$ cat src/rtl/ss_downsizer_if.sv
// ss_downsizer_if: stream bundle carrying valid/ready/data/keep/last/user.
//   BYTES     - data width in bytes
//   USER_BITS - sideband width
// Modports:
//   master - drives valid, data, keep, last, user; receives ready
//   slave  - receives valid, data, keep, last, user; drives ready
interface ss_downsizer_if #(
   parameter int unsigned BYTES     = 8,
   parameter int unsigned USER_BITS = 2
);
   logic                 valid;
   logic                 ready;
   logic [8*BYTES-1:0]   data;
   logic [BYTES-1:0]     keep;
   logic                 last;
   logic [USER_BITS-1:0] user;

   modport master (output valid, data, keep, last, user, input ready);
   modport slave  (input valid, data, keep, last, user, output ready);
endinterface

$ cat src/rtl/ss_downsizer.sv
// ss_downsizer: stream width converter. Each wide input beat is split into RATIO
// narrower output beats, least-significant sub-word first. On the last beat of a
// packet, trailing sub-words with no keep bits set are dropped.
// Ports:
//   clk  - rising-edge clock
//   rst  - asynchronous active-low reset
//   s_if - wide input stream (slave side, IN_BYTES wide)
//   m_if - narrow output stream (master side, IN_BYTES/RATIO wide)
module ss_downsizer #(
   parameter int unsigned IN_BYTES  = 8,
   parameter int unsigned RATIO     = 4,
   parameter int unsigned USER_BITS = 2
) (
   input  logic           clk,
   input  logic           rst,
   ss_downsizer_if.slave  s_if,
   ss_downsizer_if.master m_if
);
   localparam int unsigned OUT_BYTES = IN_BYTES / RATIO;
   localparam int unsigned IDX_W     = $clog2(RATIO);

   typedef enum logic [0:0] {StEmpty, StSend} state_e;

   state_e                            r_state;
   logic [RATIO-1:0][8*OUT_BYTES-1:0] r_data;
   logic [RATIO-1:0][OUT_BYTES-1:0]   r_keep;
   logic                              r_last;
   logic [USER_BITS-1:0]              r_user;
   logic [IDX_W-1:0]                  r_idx;
   logic [IDX_W-1:0]                  r_final_idx;

   logic w_send;
   logic w_at_final;
   logic w_take_out;
   logic w_take_in;

   // Last beat: highest sub-word with any keep bit (0 if none). Otherwise all sub-words.
   function automatic logic [IDX_W-1:0] f_final_idx(input logic [IN_BYTES-1:0] keep,
                                                     input logic                last);
      logic [RATIO-1:0][OUT_BYTES-1:0] sub;
      logic [IDX_W-1:0]                idx;
      sub = keep;
      idx = IDX_W'(RATIO - 1);
      if (last) begin
         idx = '0;
         for (int i = 0; i < RATIO; i++) begin
            if (|sub[i]) idx = IDX_W'(i);
         end
      end
      return idx;
   endfunction

   assign w_send     = (r_state == StSend);
   assign w_at_final = (r_idx == r_final_idx);
   assign w_take_out = w_send && m_if.ready;
   // Accept a new beat when empty, or in the cycle the final sub-beat leaves.
   assign s_if.ready = !w_send || (m_if.ready && w_at_final);
   assign w_take_in  = s_if.valid && s_if.ready;

   always_ff @(posedge clk or negedge rst) begin
      if (!rst) begin
         r_state     <= StEmpty;
         r_data      <= '0;
         r_keep      <= '0;
         r_last      <= 1'b0;
         r_user      <= '0;
         r_idx       <= '0;
         r_final_idx <= '0;
      end else if (w_take_in) begin
         r_data      <= s_if.data;
         r_keep      <= s_if.keep;
         r_last      <= s_if.last;
         r_user      <= s_if.user;
         r_idx       <= '0;
         r_final_idx <= f_final_idx(s_if.keep, s_if.last);
         r_state     <= StSend;
      end else if (w_take_out) begin
         if (!w_at_final) r_idx   <= r_idx + IDX_W'(1);
         else             r_state <= StEmpty;
      end
   end

   // Outputs are selected from registered state only; nothing from s_if reaches m_if.
   assign m_if.valid = w_send;
   assign m_if.data  = r_data[r_idx];
   assign m_if.keep  = r_keep[r_idx];
   assign m_if.last  = w_send && r_last && w_at_final;
   assign m_if.user  = r_user;
endmodule

$ cat src/flat_wrapper.sv
// flat-port wrapper written by rule: the top's interface ports become plain ports
module ss_downsizer_flat 
#(
   parameter int unsigned IN_BYTES  = 8,
   parameter int unsigned RATIO     = 4,
   parameter int unsigned USER_BITS = 2
)
  (clk, rst, s_if_valid, s_if_data, s_if_keep, s_if_last, s_if_user, s_if_ready, m_if_valid, m_if_data, m_if_keep, m_if_last, m_if_user, m_if_ready);
  ss_downsizer_if #(.BYTES(8), .USER_BITS(USER_BITS)) s_if_i ();
  ss_downsizer_if #(.BYTES(2), .USER_BITS(USER_BITS)) m_if_i ();
  input  logic clk;
  input  logic rst;
  input wire logic [$bits(s_if_i.valid)-1:0] s_if_valid;
  input wire logic [$bits(s_if_i.data)-1:0] s_if_data;
  input wire logic [$bits(s_if_i.keep)-1:0] s_if_keep;
  input wire logic [$bits(s_if_i.last)-1:0] s_if_last;
  input wire logic [$bits(s_if_i.user)-1:0] s_if_user;
  output wire logic [$bits(s_if_i.ready)-1:0] s_if_ready;
  output wire logic [$bits(m_if_i.valid)-1:0] m_if_valid;
  output wire logic [$bits(m_if_i.data)-1:0] m_if_data;
  output wire logic [$bits(m_if_i.keep)-1:0] m_if_keep;
  output wire logic [$bits(m_if_i.last)-1:0] m_if_last;
  output wire logic [$bits(m_if_i.user)-1:0] m_if_user;
  input wire logic [$bits(m_if_i.ready)-1:0] m_if_ready;
  assign s_if_i.valid = s_if_valid;
  assign s_if_i.data = s_if_data;
  assign s_if_i.keep = s_if_keep;
  assign s_if_i.last = s_if_last;
  assign s_if_i.user = s_if_user;
  assign s_if_ready = s_if_i.ready;
  assign m_if_valid = m_if_i.valid;
  assign m_if_data = m_if_i.data;
  assign m_if_keep = m_if_i.keep;
  assign m_if_last = m_if_i.last;
  assign m_if_user = m_if_i.user;
  assign m_if_i.ready = m_if_ready;
  ss_downsizer #(.IN_BYTES(IN_BYTES), .RATIO(RATIO), .USER_BITS(USER_BITS)) u_core (.clk(clk), .rst(rst), .s_if(s_if_i), .m_if(m_if_i));
endmodule
$ cat config.mk
export PLATFORM = sky130hd
export DESIGN_NAME = ss_downsizer_flat
export DESIGN_NICKNAME = d
export VERILOG_FILES = /design/src/rtl/ss_downsizer_if.sv /design/src/rtl/ss_downsizer.sv /design/src/flat_wrapper.sv
export SDC_FILE = /design/constraint.sdc
export NUM_CORES = 1
export LEC_CHECK = 0
export ABC_AREA = 0
export CAP_MARGIN = 20
export CORE_MARGIN = 3
export CORE_UTILIZATION = 43
export DETAILED_ROUTE_END_ITERATION = 6
export PLACE_DENSITY_LB_ADDON = 0.25
export SLEW_MARGIN = 20
export SYNTH_ARGS = -nofsm -noshare
export SYNTH_HDL_FRONTEND = slang
export SYNTH_SLANG_ARGS = --single-unit
$ cat constraint.sdc
create_clock -name clk -period 1.83 [get_ports clk]
set_clock_uncertainty 0.2 [all_clocks]
set_input_delay 0.366 -clock clk [delete_from_list [all_inputs] [get_ports clk]]
set_output_delay 0.366 -clock clk [all_outputs]
set_load 0.02 [all_outputs]
==> impl_metrics.tcl <==
set metrics [dict create \
    outcome "complete, but fails checks" \
    vias 2445 \
    fp.dieW_um 98.8 \
    arrival_ns 2.26 \
    gp_congestion 0.763 \
    die_area_um2 9760 \
    grt_max_degree 36 \
    grt.total_usage 0.184 \
    finalSetupViolCount 96 \
    routedWlPerCell_um 18.3 \
    layout_commonest_cell "clkdlybuf4s50_1" \
    clk_latency_ns 0.34 \
    cts.htree.levels 3 \
    max_slew_margin 0.718 \
    synth_area_per_cell_um2 16.7 \
    synthMuxAreaShare 0.372 \
    hpwl_um 5630 \
    viasPerCell 5.17 \
    cts_made_buffers 9 \
    place_ws_ns -0.525 \
    initial_core_util 0.446 \
    grt_pass1_vias 2636 \
    drive_above_1_share 0.500 \
    ioPinCount 102 \
    synth-compound-area-share 0.0257 \
    cp-end-kind "register" \
    rsz0062_at_grt "yes" \
    grt_pass1_wl_um 13900 \
    cts_tree "done" \
    timing.rr.start "u_core.r_idx[0]$_DFFE_PN0P_" \
    n_fill_cell 599 \
    nets 444 \
    cp_max_fo 9 \
    fin_crit_ns 2.22 \
    synthAdderAreaFrac 0 \
    setup_tns_ns -32.31 \
    rr_worst_depth 8 \
    placementRows 33 \
    antenna_found_initial 0 \
    hold_path_class "in -> async" \
    required_ns 1.86 \
    final_cell_mix "clkdlybuf4s50_1, dfrtp_1, mux2_2" \
    place_area_um2 5050 \
    slew_viol_final 0 \
    drcViolationCount 0 \
    core_um2 8300 \
    yosys.area_share.simple 0.0189 \
    leakage_nw 2.60 \
    synthCells 221 \
    ant_nets 0 \
    hold_viol 0 \
    syn_to_final_growth_pct 54.7 \
    crit_path_start "u_core.r_idx[0]$_DFFE_PN0P_" \
    finalInstanceArea_um2 5720 \
    io_buffers 101 \
    cts.path.max_buffers 2 \
    power.density_nw_per_um2 1840 \
    wl_um 8640 \
    r2r_slack_ns -0.39 \
    grt-ovfl-total 0 \
    ys_seq_elements 80 \
    post-route-util 0.690 \
    vdd_drop_max_v 0.00106 \
    yosysUniqueCellTypes 30 \
    root_buffer "clkbuf_8" \
    hold_ws_ns 0.288 \
    first_pass_iters 6 \
    yosysWarnings 0 \
    timing.rr.end "u_core.r_keep[7]$_DFFE_PN0P_" \
    start_kind "register" \
    worst_slack_ns -0.393 \
    syn_area_um2 3700 \
    post_synth_xor_area_fraction 0.0115 \
    synth_top_family_by_area "multiplexers" \
    drv_cap 0 \
    drt_iter0_markers 81 \
    path_clk_slew_ns 0.08 \
    fmax_mhz 450 \
    syn_nets 300 \
    crit_type "reg -> reg" \
    tightestPinTransition_ns 0.423 \
    insertedDiodeCount 0 \
    clock_sinks 80 \
    synth-seq-area-share 0.541 \
    die_h_um 98.8 \
    timing.final.crit_share 1.21 \
    violations "setup timing" \
]
[critical path, cell delays in order, from the launching register on]
cell and delay, ns:
dfrtp_2 0.47, buf_12 0.17, buf_6 0.14, xnor2_4 0.15, a41oi_4 0.20, buf_12 0.18
buf_12 0.13, clkbuf_16 0.15, mux2_2 0.33
[cell usage after synthesis]
library cell	number	area, um2
buf_2	3	15.0
nor3b_1	1	7.51
mux2_2	47	529
and3_1	1	6.26
mux4_2	18	405
xnor2_1	1	8.76
nor2b_1	1	6.26
a31o_2	1	8.76
mux2_4	28	420
o22a_1	1	8.76
nand3b_1	1	7.51
xnor2_2	1	16.3
a32o_1	1	10.0
or4_1	1	7.51
nand3_1	1	5.00
a21oi_1	3	15.0
o21ai_0	4	20.0
mux2i_1	2	20.0
a21o_1	1	7.51
buf_6	2	22.5
nor2_1	4	15.0
o31a_1	1	8.76
xor2_1	2	17.5
a41oi_2	1	16.3
nand2_1	4	15.0
buf_1	2	7.51
buf_8	2	30.0
dfrtp_1	80	2000
inv_1	1	3.75
buf_4	5	37.5
[flip-flops by register name (all words and copies together) (netlist names)]
signal / cells
u_core.r_keep: 8
u_core.m_if.user: 2
u_core.r_idx: 2
u_core.r_final_idx: 2
u_core.r_last: 1
u_core.r_data: 64
u_core.m_if.valid: 1
[where the power goes]
part	switching [mW]	leakage [nW]	internal (mW)	total, mW
clock	0.617	0.108	0.786	1.40
sequential	0.522	0.942	2.68	3.20
combinational	2.15	1.55	3.77	5.92
[worst max path at each step]
stage,to,slack (ns),cells after the start
finish,u_core.r_keep[7]$_DFFE_PN0P_,-0.39,8
global route,m_if_data[10],-0.44,3
CTS,m_if_data[10],-0.41,3
detailed placement,s_if_ready,-0.52,4
global placement,s_if_ready,-0.51,4
floorplan,u_core.r_data[10]$_DFFE_PN0P_,-0.009,6
[what timing repair did]
item,in CTS,in global routing
resized for setup,135,14
gates cloned,7,2
endpoints found under the hold margin,28,0
pin swaps,1,2
setup buffers,7,2
hold buffers,1,0
setup endpoints to repair,99,97
[layer usage]
| layer | track usage | part of all wire | vias to the layer above |
|---|---|---|---|
| met5 | 0 | 0 | - |
| met4 | 0.0536 | 0.0088 | 0 |
| met3 | 0.0481 | 0.064 | 8 |
| met2 | 0.293 | 0.49 | 99 |
| met1 | 0.249 | 0.44 | 1224 |
| li1 | - | - | 1114 |
[cell families (layout without fill, tap and decap cells)]
kind of cell / Yosys count / after routing
xor gates and xnor gates: 4 / 4
buffers and inverters: 15 / 162
AOI/OAI and AO/OA: 13 / 13
DFF: 80 / 80
and+or+nand+nor: 14 / 14
muxes: 95 / 95
[area by class of cell]
class / instances / area (um2) / area share
clock buffer: 10 / 138 / 0.0240
clock inverter: 4 / 70.1 / 0.0122
inverter: 1 / 3.75 / 0.000656
multi-input combinational: 126 / 1680 / 0.293
sequential: 80 / 2010 / 0.351
tap: 105 / 131 / 0.0230
timing repair buffer: 147 / 1700 / 0.296
[through the flow]
| stage | power (mW) | std cells |
|---|---|---|
| floorplan | 6.37 | 221 |
| global placement | 8.12 | 441 |
| detailed placement | 8.23 | 441 |
| CTS | 10.4 | 470 |
| global route | 11.1 | 473 |
| finish | 10.5 | 473 |
Note: power is estimated with default switching activity, not from simulation.
